File: src/rtl/e2bcd_linebuf.sv
// -----------------------------------------------------------------------------
// e2bcd_linebuf
//   EBCDIC -> chain-BCD translator and print-line buffer for the AN-chain path.
//   Bytes of one print line are translated through a one-cycle registered stage
//   and written into a LINE_LEN-entry buffer.  The unused tail is padded with
//   blanks, then the line is held for random-access reads by the chain-scan
//   logic until the printer releases it.
//
//   Build option: define E2BCD_UNASG_SUB_EN to store unassigned bytes as a
//   printable SUB_CODE (lozenge).  Left undefined, they are stored as blanks.
//
// Ports
//   i_clk        clock
//   i_reset_n    asynchronous active-low reset
//   i_valid      input byte valid
//   o_ready      block accepts a byte (transfer = i_valid & o_ready)
//   i_data       EBCDIC byte
//   i_last       byte is the last one of the line
//   o_line_rdy   line complete and padded; read port contents valid
//   i_release    one-cycle pulse: printer is done with the held line
//   i_rd_addr    print position to read
//   o_rd_bcd     {B,A,8,4,2,1} at i_rd_addr, one-cycle latency
//   o_rd_print   position holds a printable graphic, one-cycle latency
//   o_unasg_cnt  unassigned bytes seen in the current line, saturating
// -----------------------------------------------------------------------------
module e2bcd_linebuf #(
  parameter int          LINE_LEN = 132,
  parameter int          AW       = 8,
  parameter logic [5:0]  SUB_CODE = 6'o74
) (
  input  logic          i_clk,
  input  logic          i_reset_n,
  input  logic          i_valid,
  output logic          o_ready,
  input  logic [7:0]    i_data,
  input  logic          i_last,
  output logic          o_line_rdy,
  input  logic          i_release,
  input  logic [AW-1:0] i_rd_addr,
  output logic [5:0]    o_rd_bcd,
  output logic          o_rd_print,
  output logic [AW:0]   o_unasg_cnt
);

  localparam int            DEPTH     = 1 << AW;
  localparam logic [AW-1:0] LAST_POS  = AW'(LINE_LEN - 1);
  localparam logic [AW:0]   UNASG_MAX = {(AW+1){1'b1}};

  // Entry stored for an unassigned byte.  Without the substitute option it is
  // a blank; SUB_CODE is masked off in that build.
`ifdef E2BCD_UNASG_SUB_EN
  localparam logic [6:0] UNASG_ENTRY = {1'b1, SUB_CODE};
`else
  localparam logic [6:0] UNASG_ENTRY = {1'b0, SUB_CODE & 6'o00};
`endif

  typedef enum logic [1:0] {
    ST_FILL = 2'd0,
    ST_PAD  = 2'd1,
    ST_HOLD = 2'd2
  } state_t;

  state_t         state_reg, state_next;
  logic [AW-1:0]  col_reg, col_next;
  logic [AW:0]    unasg_cnt_reg, unasg_cnt_next;

  // Translate stage: holds one translated byte until its buffer write
  logic           tr_valid_reg;
  logic [AW-1:0]  tr_addr_reg;
  logic [6:0]     tr_entry_reg;

  logic [6:0]     rd_data_reg;
  logic [6:0]     mem [0:DEPTH-1];

  logic           xfer;
  logic           pad_wr;
  logic           wr_en;
  logic [AW-1:0]  wr_addr;
  logic [6:0]     wr_data;

  // ---------------------------------------------------------------------------
  // Translation of the incoming byte
  // ---------------------------------------------------------------------------
  logic           lo_digit;
  logic [7:0]     fold_byte;
  logic [3:0]     f_hi;
  logic [3:0]     f_lo;
  logic           xl_print;
  logic           xl_unasg;
  logic [5:0]     xl_bcd;
  logic [6:0]     xl_entry;

  always_comb begin
    lo_digit  = (i_data[3:0] >= 4'd1) && (i_data[3:0] <= 4'd9);
    // Lower-case letters live at 8x/9x/Ax; setting bit 6 moves them to Cx/Dx/Ex.
    fold_byte = i_data;
    if (lo_digit && (i_data[7:4] == 4'h8 || i_data[7:4] == 4'h9 || i_data[7:4] == 4'hA)) begin
      fold_byte = {i_data[7], 1'b1, i_data[5:0]};
    end
    f_hi     = fold_byte[7:4];
    f_lo     = fold_byte[3:0];
    xl_print = 1'b1;
    xl_unasg = 1'b0;
    xl_bcd   = 6'd0;

    if (i_data[5:0] == 6'd0) begin
      // 00/40/80/C0 are all treated as a space
      xl_print = 1'b0;
    end else if (lo_digit && f_hi == 4'hF) begin
      xl_bcd = {2'b00, f_lo};                 // 1-9
    end else if (lo_digit && f_hi == 4'hE && f_lo != 4'd1) begin
      xl_bcd = {2'b01, f_lo};                 // S-Z
    end else if (lo_digit && f_hi == 4'hD) begin
      xl_bcd = {2'b10, f_lo};                 // J-R
    end else if (lo_digit && f_hi == 4'hC) begin
      xl_bcd = {2'b11, f_lo};                 // A-I
    end else begin
      case (fold_byte)
        8'hF0:        xl_bcd = 6'b001010;     // 0
        8'h7B, 8'h7E: xl_bcd = 6'b001011;     // # =
        8'h7C, 8'h7D: xl_bcd = 6'b001100;     // @ '
        8'h61:        xl_bcd = 6'b010001;     // /
        8'h50:        xl_bcd = 6'b011010;     // &
        8'h6B:        xl_bcd = 6'b011011;     // ,
        8'h6C, 8'h4D: xl_bcd = 6'b011100;     // % (
        8'h60:        xl_bcd = 6'b101010;     // -
        8'h5B:        xl_bcd = 6'b101011;     // $
        8'h5C:        xl_bcd = 6'b101100;     // *
        8'h4E:        xl_bcd = 6'b111010;     // +
        8'h4B:        xl_bcd = 6'b111011;     // .
        8'h4C, 8'h5D: xl_bcd = 6'b111100;     // < )
        default: begin
          xl_print = 1'b0;
          xl_unasg = 1'b1;
        end
      endcase
    end

    xl_entry = xl_unasg ? UNASG_ENTRY : {xl_print, xl_bcd};
  end

  // ---------------------------------------------------------------------------
  // Control FSM: next state and outputs
  // ---------------------------------------------------------------------------
  always_comb begin
    state_next     = state_reg;
    col_next       = col_reg;
    unasg_cnt_next = unasg_cnt_reg;
    o_ready        = 1'b0;
    o_line_rdy     = 1'b0;
    xfer           = 1'b0;
    // The pending translate write owns the single write port; padding waits.
    pad_wr         = 1'b0;

    case (state_reg)
      ST_FILL: begin
        o_ready = 1'b1;
        xfer    = i_valid;
        if (i_valid) begin
          if (xl_unasg && unasg_cnt_reg != UNASG_MAX) begin
            unasg_cnt_next = unasg_cnt_reg + (AW+1)'(1);
          end
          if (col_reg == LAST_POS) begin
            // Full line: nothing to pad, and col stays in range.
            state_next = ST_HOLD;
          end else begin
            col_next = col_reg + AW'(1);
            if (i_last) begin
              state_next = ST_PAD;
            end
          end
        end
      end

      ST_PAD: begin
        pad_wr = !tr_valid_reg;
        if (pad_wr) begin
          if (col_reg == LAST_POS) begin
            state_next = ST_HOLD;
          end else begin
            col_next = col_reg + AW'(1);
          end
        end
      end

      ST_HOLD: begin
        o_line_rdy = 1'b1;
        if (i_release) begin
          state_next     = ST_FILL;
          col_next       = '0;
          unasg_cnt_next = '0;
        end
      end

      default: begin
        state_next = ST_FILL;
        col_next   = '0;
      end
    endcase
  end

  always_comb begin
    wr_en   = tr_valid_reg | pad_wr;
    wr_addr = tr_valid_reg ? tr_addr_reg  : col_reg;
    wr_data = tr_valid_reg ? tr_entry_reg : 7'd0;
  end

  // ---------------------------------------------------------------------------
  // State, translate stage and registered read
  // ---------------------------------------------------------------------------
  always_ff @(posedge i_clk or negedge i_reset_n) begin
    if (!i_reset_n) begin
      state_reg     <= ST_FILL;
      col_reg       <= '0;
      unasg_cnt_reg <= '0;
      tr_valid_reg  <= 1'b0;
      tr_addr_reg   <= '0;
      tr_entry_reg  <= '0;
      rd_data_reg   <= '0;
    end else begin
      state_reg     <= state_next;
      col_reg       <= col_next;
      unasg_cnt_reg <= unasg_cnt_next;
      tr_valid_reg  <= xfer;
      tr_addr_reg   <= col_reg;
      tr_entry_reg  <= xl_entry;
      // Forward a same-cycle write so the last byte of a full line is visible
      // on the first HOLD cycle.
      if (wr_en && wr_addr == i_rd_addr) begin
        rd_data_reg <= wr_data;
      end else begin
        rd_data_reg <= mem[i_rd_addr];
      end
    end
  end

  // Buffer storage is never cleared; only the write port lives here.
  always_ff @(posedge i_clk) begin
    if (wr_en) begin
      mem[wr_addr] <= wr_data;
    end
  end

  assign o_rd_print  = rd_data_reg[6];
  assign o_rd_bcd    = rd_data_reg[5:0];
  assign o_unasg_cnt = unasg_cnt_reg;

endmodule

File: config.mk
export PLATFORM = sky130hd
export DESIGN_NAME = e2bcd_linebuf
export DESIGN_NICKNAME = d
export VERILOG_FILES = /design/src/rtl/e2bcd_linebuf.sv
export SDC_FILE = /design/constraint.sdc
export NUM_CORES = 2
export LEC_CHECK = 0
export BUFFER_PORTS_ARGS = -buffer_cell sky130_fd_sc_hd__buf_2
export CAP_MARGIN = 20
export CORE_MARGIN = 2
export CORE_UTILIZATION = 25
export DETAILED_ROUTE_END_ITERATION = 7
export GPL_TIMING_DRIVEN = 1
export PLACE_DENSITY = 0.36
export SKIP_CTS_REPAIR_TIMING = 1
export SYNTH_ARGS = -nofsm -noshare
export SYNTH_HDL_FRONTEND = slang
export SYNTH_SLANG_ARGS = --single-unit
File: constraint.sdc
create_clock -name i_clk -period 7.4 [get_ports i_clk]
set_input_delay 1.85 -clock i_clk [delete_from_list [all_inputs] [get_ports i_clk]]
set_output_delay 1.85 -clock i_clk [all_outputs]
set_load 0.01 [all_outputs]
==> out/metrics.cfg <==
[timing]
min_period_ns = 4.81
finalSetupViolCount = 0
drv_slew = 28
finalClockSkew_ns = 0.0451
hold-worst-slack_ns = 0.522
rsz0062_at_grt = false
relSlewSlack_pct = -1.76
hold_viol = 0
finalCritPeriodShare_pct = 65.0
fmax_mhz = 208
fin_setup_tns_ns = 0
tightest_slew_ns = 1.53

[logic_synthesis]
synth_area_leader_cell = edfxtp_1
ys_ff_latch = 1834
yosys.area.top_type_share_pct = 74.3
synth_fp_nets = 3758
syn_area_per_cell_um2 = 19.4
synthDistinctLibCells = 64
synth_edf_count = 1792
yosysMostFrequentCell = edfxtp_1
synth_cells = 3734
synth_area_leaders = edfxtp_1, mux4_2, mux2i_1, nor2_1, dfrtp_1
syn_area_mm2 = 0.0724
synth_ff_type = edfxtp_1
yosysWarnings = 0
seq_area_frac_synth_pct = 75.8
synthArstFlopShare_pct = 2.29
yosys-top-cells-count = edfxtp_1, mux4_2, nor2_1

[finish]
largest_reg_flops = 1792
top_register = mem
fin_area_mm2 = 0.0837
ff_latch_area_mm2 = 0.0549
area_growth_pct = 15.6
nFillCells = 28200
multi_input_area_mm2 = 0.0162
nNetsFinal = 3887
final_layout_size_suffix_gt1_share_pct = 21.7

[pwr]
switchingPower_mw = 5.56
p_sw_share_pct = 24.0
ir_drop_mv = 0.163
p_leak_nw = 29.2
seqPwrFrac_pct = 49.6
clkPwrFrac_pct = 43.4
powerDensity_mw_per_mm2 = 277
power_frac_comb_pct = 7.0
p_int_mw = 17.6

[route]
wl_per_cell_um = 29.4
drt_iter0_markers = 3504
ant_nets = 0
drc_errors = 0
vias = 36900
routed_wl_mm = 229
firstDrtPassIters = 6
viasPerCell = 4.73

[grt]
grt_overflow = 0
grt_max_degree = 163
grt_util_all_layers_pct = 15.4
grt_pass1_wl_mm = 319
grt_pass1_vias = 37900
antenna_found_initial = 13

[flow_run]
cap_viol_max_count = 0

[setup_path]
r2r-start = tr_valid_reg
reg2reg_depth = 5
critPathLaunchType = input port
r2r_slack_ns = 3.09
critPathKind = in2reg
critical_path_required_ns = 8.17
setup.worst_path.end_class = flip-flop
critical_path.max_fanout = 36
crit_arrival_ns = 5.58
r2r_end = mem[232][0]

[hold_path]
min_to = o_unasg_cnt[8]
hold_depth = 1
hp-class = reg2reg
hold_start = o_unasg_cnt[8]

[floorplan]
num_rows = 197
io-pin-count = 39
die_h_um = 542
die_area_mm2 = 0.294
die_width_um = 542
core_area_mm2 = 0.288
initial_core_util_pct = 25.1

[cts]
cts_tree = built
worst_skew_pair.late_latency_ns = 0.87
path_clk_slew_ns = 0.06
clock-sinks = 1834
h-tree-depth = 4
root_buffer = clkbuf_16
cts_max_path_buffers = 4
numCtsBuffers = 210

[placement]
gp_congestion = 0.781
io_buffers = 38
dpl-instance-area_mm2 = 0.0772
dpl.hpwl_mm = 144

[run_status]
outcome = finished with violations
failed_checks = slew limit

[cells in the final DEF (no fill, tap or decap), types with 21 or more instances in the layout]
master     instances
a21oi_1          101
dfrtp_1           42
mux4_2           385
nor2_1           311
clkbuf_1          40
a31oi_1           27
a22oi_1           99
clkinv_1          54
nand2_1          191
a211oi_1          21
o21ai_0           36
mux2_2            36
clkbuf_16        211
o22ai_1           29
mux2i_1          132
buf_4             85
buf_2             34
edfxtp_1        1792
o221ai_1          27
clkinv_2          35
nand3_1           53
[worst max-delay path by stage]
stage / slack, ns / startpoint / to / cells after the start
floorplan: 1.98 / tr_valid_reg / mem[0][5] / 5
global placement: 1.67 / i_rd_addr[4] / rd_data_reg[3] / 9
detailed placement: 1.79 / i_rd_addr[4] / rd_data_reg[0] / 9
CTS: 2.72 / i_rd_addr[4] / rd_data_reg[0] / 9
global route: 2.63 / i_rd_addr[4] / rd_data_reg[1] / 9
finish: 2.59 / i_rd_addr[4] / rd_data_reg[1] / 9
[logic make-up (layout without fill, tap and decap cells)]
logic type | Yosys count | in the layout | share of synthesized area [%]
multiplexers | 553 | 553 | 14.4
flip-flops | 1834 | 1834 | 75.8
buffers and inverters | 252 | 541 | 1.85
XOR/XNOR | 11 | 11 | 0.133
adder cells (fa/ha/maj) | 3 | 3 | 0.0519
AO/OA/AOI/OAI | 420 | 420 | 3.93
AND/OR/NAND/NOR | 661 | 661 | 3.87
other | 0 | 3 | 0
[worst max-delay path, cell delays in order]
cell	delay (ns)
buf_4	0.26
buf_4	0.61
nand2_1	0.84
nor2_1	0.55
a22oi_1	0.17
a41oi_1	0.60
or4_1	0.34
nor4_1	0.09
a21oi_1	0.13
[cell type report]
class | count | area share, %
Timing Repair Buffer | 142 | 1.49
Inverter | 27 | 0.166
Sequential cell | 1834 | 65.5
Clock buffer | 256 | 6.57
Antenna cell | 3 | 0.00897
Tap cell | 3781 | 5.65
Multi-Input combinational cell | 1648 | 19.4
Clock inverter | 116 | 1.16
[power by group through the flow]
stage / clock network, mW / logic (mW) / registers (mW)
6_report: 10.1 / 1.63 / 11.5
5_1_grt: 10.7 / 1.72 / 11.5
4_1_cts: 10.3 / 1.66 / 11.5
3_5_place_dp: 0 / 1.66 / 11.7
3_3_place_gp: 0 / 1.67 / 11.7
2_1_floorplan: 0 / 0.833 / 11.7
[metal layers]
metal	vias to the layer above	track usage [%]	wire length [um]
met5	-	0	0
met4	0	3.19	4140
met3	244	2.39	10700
met2	929	25.1	110000
met1	20200	21.7	104000
li1	15600	-	-
[through the flow]
stage               util (%)  total power [mW]  std cells  setup slack, ns
global route            29.0              23.9       7805             2.63
floorplan                  -              12.5       3734             1.98
finish                  29.1              23.2       7807             2.59
detailed placement      26.8              13.4       7432             1.79
CTS                     29.0              23.5       7804             2.72
global placement        26.8              13.4       7428             1.67
(Power assumes the default switching activity.)
